File: src/rtl/lcd_pkg.sv
// Shared types and constants for the HD44780-style LCD controller.
// The init ROM is only used when LCD_PWRUP_INIT_EN is defined.
package lcd_pkg;

  typedef enum logic [2:0] {
    S_IDLE,
    S_SETUP,
    S_PULSE,
    S_HOLD,
    S_EXEC,
    S_PWRUP
  } state_t;

  localparam int BIT_ON      = 31;
  localparam int BIT_CLR_OVF = 11;
  localparam int BIT_QUEUE   = 10;
  localparam int BIT_RS      = 8;

  localparam logic [7:0] CMD_CLEAR    = 8'h01;
  localparam logic [7:0] CMD_HOME     = 8'h02;
  localparam logic [7:0] CMD_HOME_ALT = 8'h03;

  localparam int INIT_LEN = 6;
  // Entry [0] is sent first.
  localparam logic [INIT_LEN-1:0][7:0] INIT_ROM =
    {8'h06, 8'h01, 8'h0C, 8'h38, 8'h38, 8'h38};

  typedef struct packed {
    logic       rs;
    logic [7:0] data;
  } entry_t;

  function automatic logic is_long_cmd(entry_t e);
    return !e.rs && (e.data == CMD_CLEAR || e.data == CMD_HOME || e.data == CMD_HOME_ALT);
  endfunction

  function automatic int max_int(int a, int b);
    return (a > b) ? a : b;
  endfunction

endpackage

File: src/rtl/lcd_cmd_fifo.sv
// Command FIFO for the LCD controller: 9-bit {rs, data} entries, power-of-2 depth,
// same-cycle push and pop legal at any occupancy.
module lcd_cmd_fifo
  import lcd_pkg::*;
#(
  parameter int DEPTH = 4
) (
  input  logic   i_clk,
  input  logic   i_rst,
  input  logic   i_push,
  input  entry_t i_data,
  input  logic   i_pop,
  output entry_t o_data,
  output logic   o_full,
  output logic   o_empty
);

  localparam int AW = $clog2(DEPTH);

  entry_t          r_mem [DEPTH];
  logic [AW-1:0]   r_wr_ptr;
  logic [AW-1:0]   r_rd_ptr;
  logic [AW:0]     r_count;

  // NOTE: storage is not reset; pointers and count alone define which entries are valid.
  always_ff @(posedge i_clk) begin
    if (i_push) r_mem[r_wr_ptr] <= i_data;
  end

  always_ff @(posedge i_clk or posedge i_rst) begin
    if (i_rst) begin
      r_wr_ptr <= '0;
      r_rd_ptr <= '0;
      r_count  <= '0;
    end else begin
      if (i_push) r_wr_ptr <= r_wr_ptr + 1'b1;
      if (i_pop)  r_rd_ptr <= r_rd_ptr + 1'b1;
      case ({i_push, i_pop})
        2'b10:   r_count <= r_count + 1'b1;
        2'b01:   r_count <= r_count - 1'b1;
        default: r_count <= r_count;
      endcase
    end
  end

  // When full, a simultaneous push overwrites the head slot only at the edge,
  // after the head has already been read out here.
  assign o_data  = r_mem[r_rd_ptr];
  assign o_full  = (r_count == (AW+1)'(DEPTH));
  assign o_empty = (r_count == '0);

endmodule

File: src/rtl/lcd_ctrl.sv
// HD44780-style LCD controller: queues LSU writes and replays them with RS/EN timing.
// Define LCD_PWRUP_INIT_EN to add a power-up wait and a fixed init sequence after reset.
module lcd_ctrl
  import lcd_pkg::*;
#(
  parameter int FIFO_DEPTH       = 4,
  parameter int T_SETUP_CYC      = 3,
  parameter int T_EN_CYC         = 25,
  parameter int T_HOLD_CYC       = 2,
  parameter int T_EXEC_SHORT_CYC = 2000,
  parameter int T_EXEC_LONG_CYC  = 80000,
  parameter int T_PWRUP_CYC      = 750000
) (
  input  logic        i_clk,
  input  logic        i_rst,
  input  logic        i_wr,
  input  logic [31:0] i_wdata,
  output logic        o_busy,
  output logic        o_full,
  output logic        o_overflow,
  output logic        o_lcd_on,
  output logic        o_lcd_rs,
  output logic        o_lcd_rw,
  output logic        o_lcd_en,
  output logic [7:0]  o_lcd_data
);

  localparam int MAX_CYC = max_int(max_int(max_int(T_SETUP_CYC, T_EN_CYC), max_int(T_HOLD_CYC,
                           T_EXEC_SHORT_CYC)), max_int(T_EXEC_LONG_CYC, T_PWRUP_CYC));
  localparam int CNT_W = $clog2(MAX_CYC + 1);

  // Each state lasts exactly N cycles: load N-1 on entry, advance when the count is 0.
  localparam logic [CNT_W-1:0] LD_SETUP = CNT_W'(T_SETUP_CYC - 1);
  localparam logic [CNT_W-1:0] LD_EN    = CNT_W'(T_EN_CYC - 1);
  localparam logic [CNT_W-1:0] LD_HOLD  = CNT_W'(T_HOLD_CYC - 1);
  localparam logic [CNT_W-1:0] LD_SHORT = CNT_W'(T_EXEC_SHORT_CYC - 1);
  localparam logic [CNT_W-1:0] LD_LONG  = CNT_W'(T_EXEC_LONG_CYC - 1);

  state_t           r_state, w_next_state;
  logic [CNT_W-1:0] r_cnt, w_cnt_next;
  entry_t           r_cur, w_head, w_load_entry, w_rom_entry;
  logic             r_overflow, r_lcd_on;
  logic             w_pop, w_push, w_load, w_queue_req, w_drop;
  logic             w_fifo_full, w_fifo_empty, w_init_active;
  logic             w_unused;

`ifdef LCD_PWRUP_INIT_EN
  localparam state_t           RESET_STATE = S_PWRUP;
  localparam logic [CNT_W-1:0] RESET_CNT   = CNT_W'(T_PWRUP_CYC - 1);

  logic       r_init_active;
  logic [2:0] r_rom_idx;
  logic       w_rom_step;

  assign w_init_active = r_init_active;
  assign w_rom_entry   = '{rs: 1'b0, data: INIT_ROM[r_rom_idx]};
  assign w_rom_step    = r_init_active && (r_state == S_IDLE);

  always_ff @(posedge i_clk or posedge i_rst) begin
    if (i_rst) begin
      r_init_active <= 1'b1;
      r_rom_idx     <= '0;
    end else if (w_rom_step) begin
      r_rom_idx <= r_rom_idx + 1'b1;
      if (r_rom_idx == 3'(INIT_LEN - 1)) r_init_active <= 1'b0;
    end
  end
`else
  localparam state_t           RESET_STATE = S_IDLE;
  localparam logic [CNT_W-1:0] RESET_CNT   = '0;

  assign w_init_active = 1'b0;
  assign w_rom_entry   = '0;
`endif

  lcd_cmd_fifo #(.DEPTH(FIFO_DEPTH)) u_fifo (
    .i_clk   (i_clk),
    .i_rst   (i_rst),
    .i_push  (w_push),
    .i_data  ('{rs: i_wdata[BIT_RS], data: i_wdata[7:0]}),
    .i_pop   (w_pop),
    .o_data  (w_head),
    .o_full  (w_fifo_full),
    .o_empty (w_fifo_empty)
  );

  // A pop in the same cycle frees the slot, so a push into a full FIFO still lands.
  assign w_queue_req = i_wr && i_wdata[BIT_QUEUE];
  assign w_push      = w_queue_req && (!w_fifo_full || w_pop);
  assign w_drop      = w_queue_req && w_fifo_full && !w_pop;

  // NOTE: every comb output gets a default before the case, so no path infers a latch.
  always_comb begin
    w_next_state = r_state;
    w_cnt_next   = (r_cnt != '0) ? r_cnt - 1'b1 : r_cnt;
    w_pop        = 1'b0;
    w_load       = 1'b0;
    w_load_entry = w_head;
    unique case (r_state)
      S_IDLE: begin
        if (w_init_active) begin
          w_load       = 1'b1;
          w_load_entry = w_rom_entry;
        end else if (!w_fifo_empty) begin
          w_pop  = 1'b1;
          w_load = 1'b1;
        end
        if (w_load) begin
          w_next_state = S_SETUP;
          w_cnt_next   = LD_SETUP;
        end
      end
      S_SETUP: if (r_cnt == '0) begin w_next_state = S_PULSE; w_cnt_next = LD_EN;   end
      S_PULSE: if (r_cnt == '0) begin w_next_state = S_HOLD;  w_cnt_next = LD_HOLD; end
      S_HOLD: if (r_cnt == '0) begin
        w_next_state = S_EXEC;
        w_cnt_next   = is_long_cmd(r_cur) ? LD_LONG : LD_SHORT;
      end
      S_EXEC:  if (r_cnt == '0) w_next_state = S_IDLE;
      S_PWRUP: if (r_cnt == '0) w_next_state = S_IDLE;
      default: w_next_state = S_IDLE;
    endcase
  end

  // NOTE: clocked state uses non-blocking assignments so all registers sample pre-edge values.
  always_ff @(posedge i_clk or posedge i_rst) begin
    if (i_rst) begin
      r_state <= RESET_STATE;
      r_cnt   <= RESET_CNT;
    end else begin
      r_state <= w_next_state;
      r_cnt   <= w_cnt_next;
    end
  end

  always_ff @(posedge i_clk or posedge i_rst) begin
    if (i_rst) begin
      r_cur      <= '0;
      r_lcd_on   <= 1'b0;
      r_overflow <= 1'b0;
    end else begin
      if (w_load) r_cur <= w_load_entry;
      if (i_wr)   r_lcd_on <= i_wdata[BIT_ON];
      if (w_drop)                           r_overflow <= 1'b1;
      else if (i_wr && i_wdata[BIT_CLR_OVF]) r_overflow <= 1'b0;
    end
  end

  assign w_unused   = &{1'b0, i_wdata[30:12], i_wdata[9]};

  assign o_busy     = (r_state != S_IDLE) || !w_fifo_empty || w_init_active;
  assign o_full     = w_fifo_full;
  assign o_overflow = r_overflow;
  assign o_lcd_on   = r_lcd_on;
  assign o_lcd_rs   = r_cur.rs;
  assign o_lcd_data = r_cur.data;
  assign o_lcd_rw   = 1'b0;
  assign o_lcd_en   = (r_state == S_PULSE);

endmodule

File: config.mk
export PLATFORM = sky130hd
export DESIGN_NAME = lcd_ctrl
export DESIGN_NICKNAME = d
export VERILOG_FILES = /design/src/rtl/lcd_pkg.sv /design/src/rtl/lcd_cmd_fifo.sv /design/src/rtl/lcd_ctrl.sv
export SDC_FILE = /design/constraint.sdc
export NUM_CORES = 1
export LEC_CHECK = 0
export CELL_PAD_IN_SITES_DETAIL_PLACEMENT = 1
export CELL_PAD_IN_SITES_GLOBAL_PLACEMENT = 2
export CORE_ASPECT_RATIO = 0.8
export CORE_MARGIN = 2
export CORE_UTILIZATION = 40
export DETAILED_ROUTE_END_ITERATION = 6
export PLACE_DENSITY = 0.92
export SYNTH_ARGS = -nofsm -noshare
export SYNTH_HDL_FRONTEND = slang
export SYNTH_HIERARCHICAL = 1
export SYNTH_SLANG_ARGS = --single-unit
File: constraint.sdc
create_clock -name i_clk -period 5.5 [get_ports i_clk]
set_input_delay 1.375 -clock i_clk [delete_from_list [all_inputs] [get_ports i_clk]]
set_output_delay 1.375 -clock i_clk [all_outputs]
set_load 0.03 [all_outputs]
==> impl_metrics.ini <==
[outcome]
status = completed

[sta]
finClkSkew_ns = 0.00741
finalMaxSlewViolations = 0
tightest_slew_ns = 0.649
setup_viol = 0
rsz0062_at_grt = no
relSlewSlack = 0.564
max_freq_mhz = 290
period_share = 0.628
fin_crit_ns = 3.45
finalHoldViolations = 0
tns_ns = 0

[floorplan]
io_pins = 50
core_region_area_sq_mm = 0.00904
initial_core_util = 0.410
die_w_um = 112
num_rows = 31
die_h_um = 90.1
die_area_sq_mm = 0.0101

[min_path]
min_from = o_overflow$_DFFE_PP0P_
holdPathStages = 2
holdCritPathClass = flip-flop to flip-flop
worstHoldEndpoint = o_overflow$_DFFE_PP0P_

[route]
via_count = 2427
drcViolationCount = 0
drt_iter0_drc = 131
wl_per_cell_um = 17.7
firstDrtPassIters = 4
ant_nets = 0
vias_per_cell = 5.31
wirelength_um = 8090

[synth]
avgSynthCellArea_sq_um = 12.1
synth_top_family_by_area = simple AND/OR/NAND/NOR gates
synthMuxAreaShare = 0.0675
ys_types = 53
synth_xor_xnor_area_share = 0.0449
synth_edf_count = 36
synth_async_sr_flop_share = 0.532
yosys.area_share.adder = 0.0358
synth-seq-cells = 77
yosysSeqAreaShare = 0.569
syn-num-nets = 352
synth_area_sq_mm = 0.00370
syn_inst = 307
synth_compound_area_frac = 0.0939
synth_ff_type = dfrtp_1
ys_warn_count = 6
yosys.area_share.simple = 0.157

[clock_tree]
htreeDepth = 3
cts_tree = yes
post-cts-setup-buffer-count = 0
cts_root_buffer = clkbuf_16
cts.sinks = 77
cts.path.max_buffers = 2
holdBufCountCts = 0
clock_latency_ns = 0.34
path_clk_slew_ns = 0.06
cts_resized = 0
cts_buffers = 9

[setup_path]
crit_arrival_ns = 2.08
cpPeakStageDelay_ns = 0.63
crit_path_max_fanout = 5
cp-start-kind = flip-flop
ff2ff_path_depth = 11
cp.required_ns = 4.12
critical_path_class = flip-flop to primary output
worstReg2RegStart = u_fifo/r_count[0]$_DFFE_PP0P_
cp-end-kind = primary output
crit_slowest_cell = clkdlybuf4s50_1
timing.rr.end = u_fifo/r_count[2]$_DFFE_PP0P_
cp_cell_sequence = nor3_1 > nand3b_1 > clkdlybuf4s50_1
r2r_setup_slack_ns = 2.36

[power_and_ir_drop]
power.density_mw_per_mm2 = 583
power_mw = 2.56
peakVddDrop_mv = 0.225
p_leak_nw = 1.75

[place]
dp.cells = 441
dpl.hpwl_um = 5670
numPortBuffers = 28
routabilityCongestion = 0.790

[cells_and_area]
utilization = 0.486
fin_nets = 382
instances_no_fill = 457
diodes = 0
drive_above_1_share = 0.120
area_growth_syn_to_layout_pct = 18.6

[global_route]
grtUsageTotal = 0.173
grt_pass1_vias = 2589
grt_max_degree = 35
grt_pass1_wl_um = 13700
grt_remaining_overflow = 0
grt_antenna_before_repair = 0

[run]
cap_viol_max_count = 0
## cell usage after synthesis, types with 3 or more instances
| master | instances | area [sq um] |
|---|---|---|
| mux2_2 | 3 | 33.8 |
| ha_1 | 9 | 113 |
| nor3_1 | 9 | 45.0 |
| o21ai_0 | 7 | 35.0 |
| xnor2_1 | 10 | 87.6 |
| a21o_1 | 3 | 22.5 |
| and2_1 | 6 | 37.5 |
| edfxtp_1 | 36 | 1080 |
| nand2_1 | 48 | 180 |
| nand3_1 | 8 | 40.0 |
| inv_1 | 13 | 48.8 |
| o211ai_1 | 3 | 22.5 |
| o21ai_1 | 5 | 25.0 |
| nor3_2 | 3 | 30.0 |
| nor4_1 | 6 | 37.5 |
| nor2_1 | 19 | 71.3 |
| a21oi_1 | 12 | 60.1 |
| clkbuf_1 | 7 | 26.3 |
| mux4_2 | 8 | 180 |
| dfrtp_1 | 41 | 1030 |
| xor2_1 | 9 | 78.8 |
## metal layers
layer  vias to the layer above  wire, um  track usage
met3                        10       193       0.0432
met5                         -         0            0
met1                      1223      3840        0.230
met4                         0       115       0.0576
li1                       1170         -            -
met2                        24      3940        0.281
## layout by cell type, fill, tap and decap left out, types with 2 or more instances in the layout
cell	n
a2111oi_2	2
a211oi_1	2
a21o_1	3
a21oi_1	12
a311oi_1	2
and2_1	6
and3_1	2
buf_4	2
clkbuf_16	9
clkdlybuf4s50_1	28
clkinv_4	2
dfrtp_1	41
edfxtp_1	36
ha_1	9
inv_1	13
inv_6	2
mux2_2	3
mux4_2	8
nand2_1	48
nand3_1	8
nand4_1	2
nor2_1	19
nor3_1	9
nor3_2	3
nor4_1	6
o211a_1	2
o211ai_1	3
o21ai_0	7
o21ai_1	5
o22ai_1	2
or3_1	2
or4_1	2
xnor2_1	10
xor2_1	9
## worst max-delay path: cells and delay by family, from the launching register on
family | cells | cell delay (ns)
simple gates | 2 | 0.70
flops | 1 | 0.41
buf+inv | 1 | 0.63
## worst max path at each step
stage | from | to | depth (start not counted)
after global routing | u_fifo/r_count[0]$_DFFE_PP0P_ | o_busy | 3
after global placement | i_wr | u_fifo/r_count[2]$_DFFE_PP0P_ | 10
final | u_fifo/r_count[0]$_DFFE_PP0P_ | o_busy | 3
after detailed placement | i_wr | u_fifo/r_count[2]$_DFFE_PP0P_ | 10
after CTS | u_fifo/r_count[0]$_DFFE_PP0P_ | o_busy | 3
after floorplan | i_wdata[10] | u_fifo/r_count[2]$_DFFE_PP0P_ | 9
## metrics by stage
step	instance area (sq um)	setup slack, ns	hold slack (ns)
detailed placement	4090	1.98	0.479
floorplan	3700	2.79	0.457
finish	4400	2.05	0.488
global placement	4090	2.05	0.468
global route	4400	1.96	0.525
CTS	4400	2.05	0.494
## flip-flops by register name, indices dropped and copies added (netlist names)
signal and flops:
u_fifo/r_count 3, r_state 3, o_lcd_on 1, o_overflow 1, o_lcd_data 8, o_lcd_rs 1, u_fifo/r_wr_ptr 2, r_cnt 20
u_fifo/r_rd_ptr 2, u_fifo/r_mem 36
## report_power, final
| group | internal (mW) | switching, mW | leakage, nW |
|---|---|---|---|
| combinational | 0.407 | 0.551 | 0.754 |
| sequential | 0.771 | 0.223 | 0.842 |
| clock | 0.359 | 0.253 | 0.152 |
| total | 1.54 | 1.03 | 1.75 |
## kinds of logic (layout without fill, tap and decap cells)
group,count (synthesis),count (layout)
other,1,1
AOI/OAI and AO/OA,47,47
buffers and inverters,26,61
adders and majority gates,10,10
DFF,77,77
and+or+nand+nor,114,114
muxes,13,13
xor gates and xnor gates,19,19
## cell type report
class / count / area [sq um]
Inverter: 15 / 58.8
Fill cell: 938 / 4640
Clock buffer: 9 / 225
Multi-Input combinational cell: 204 / 1480
Sequential cell: 77 / 2110
Timing Repair Buffer: 30 / 295
Tap cell: 115 / 144
Clock inverter: 7 / 81.3
(Power assumes the default switching activity.)
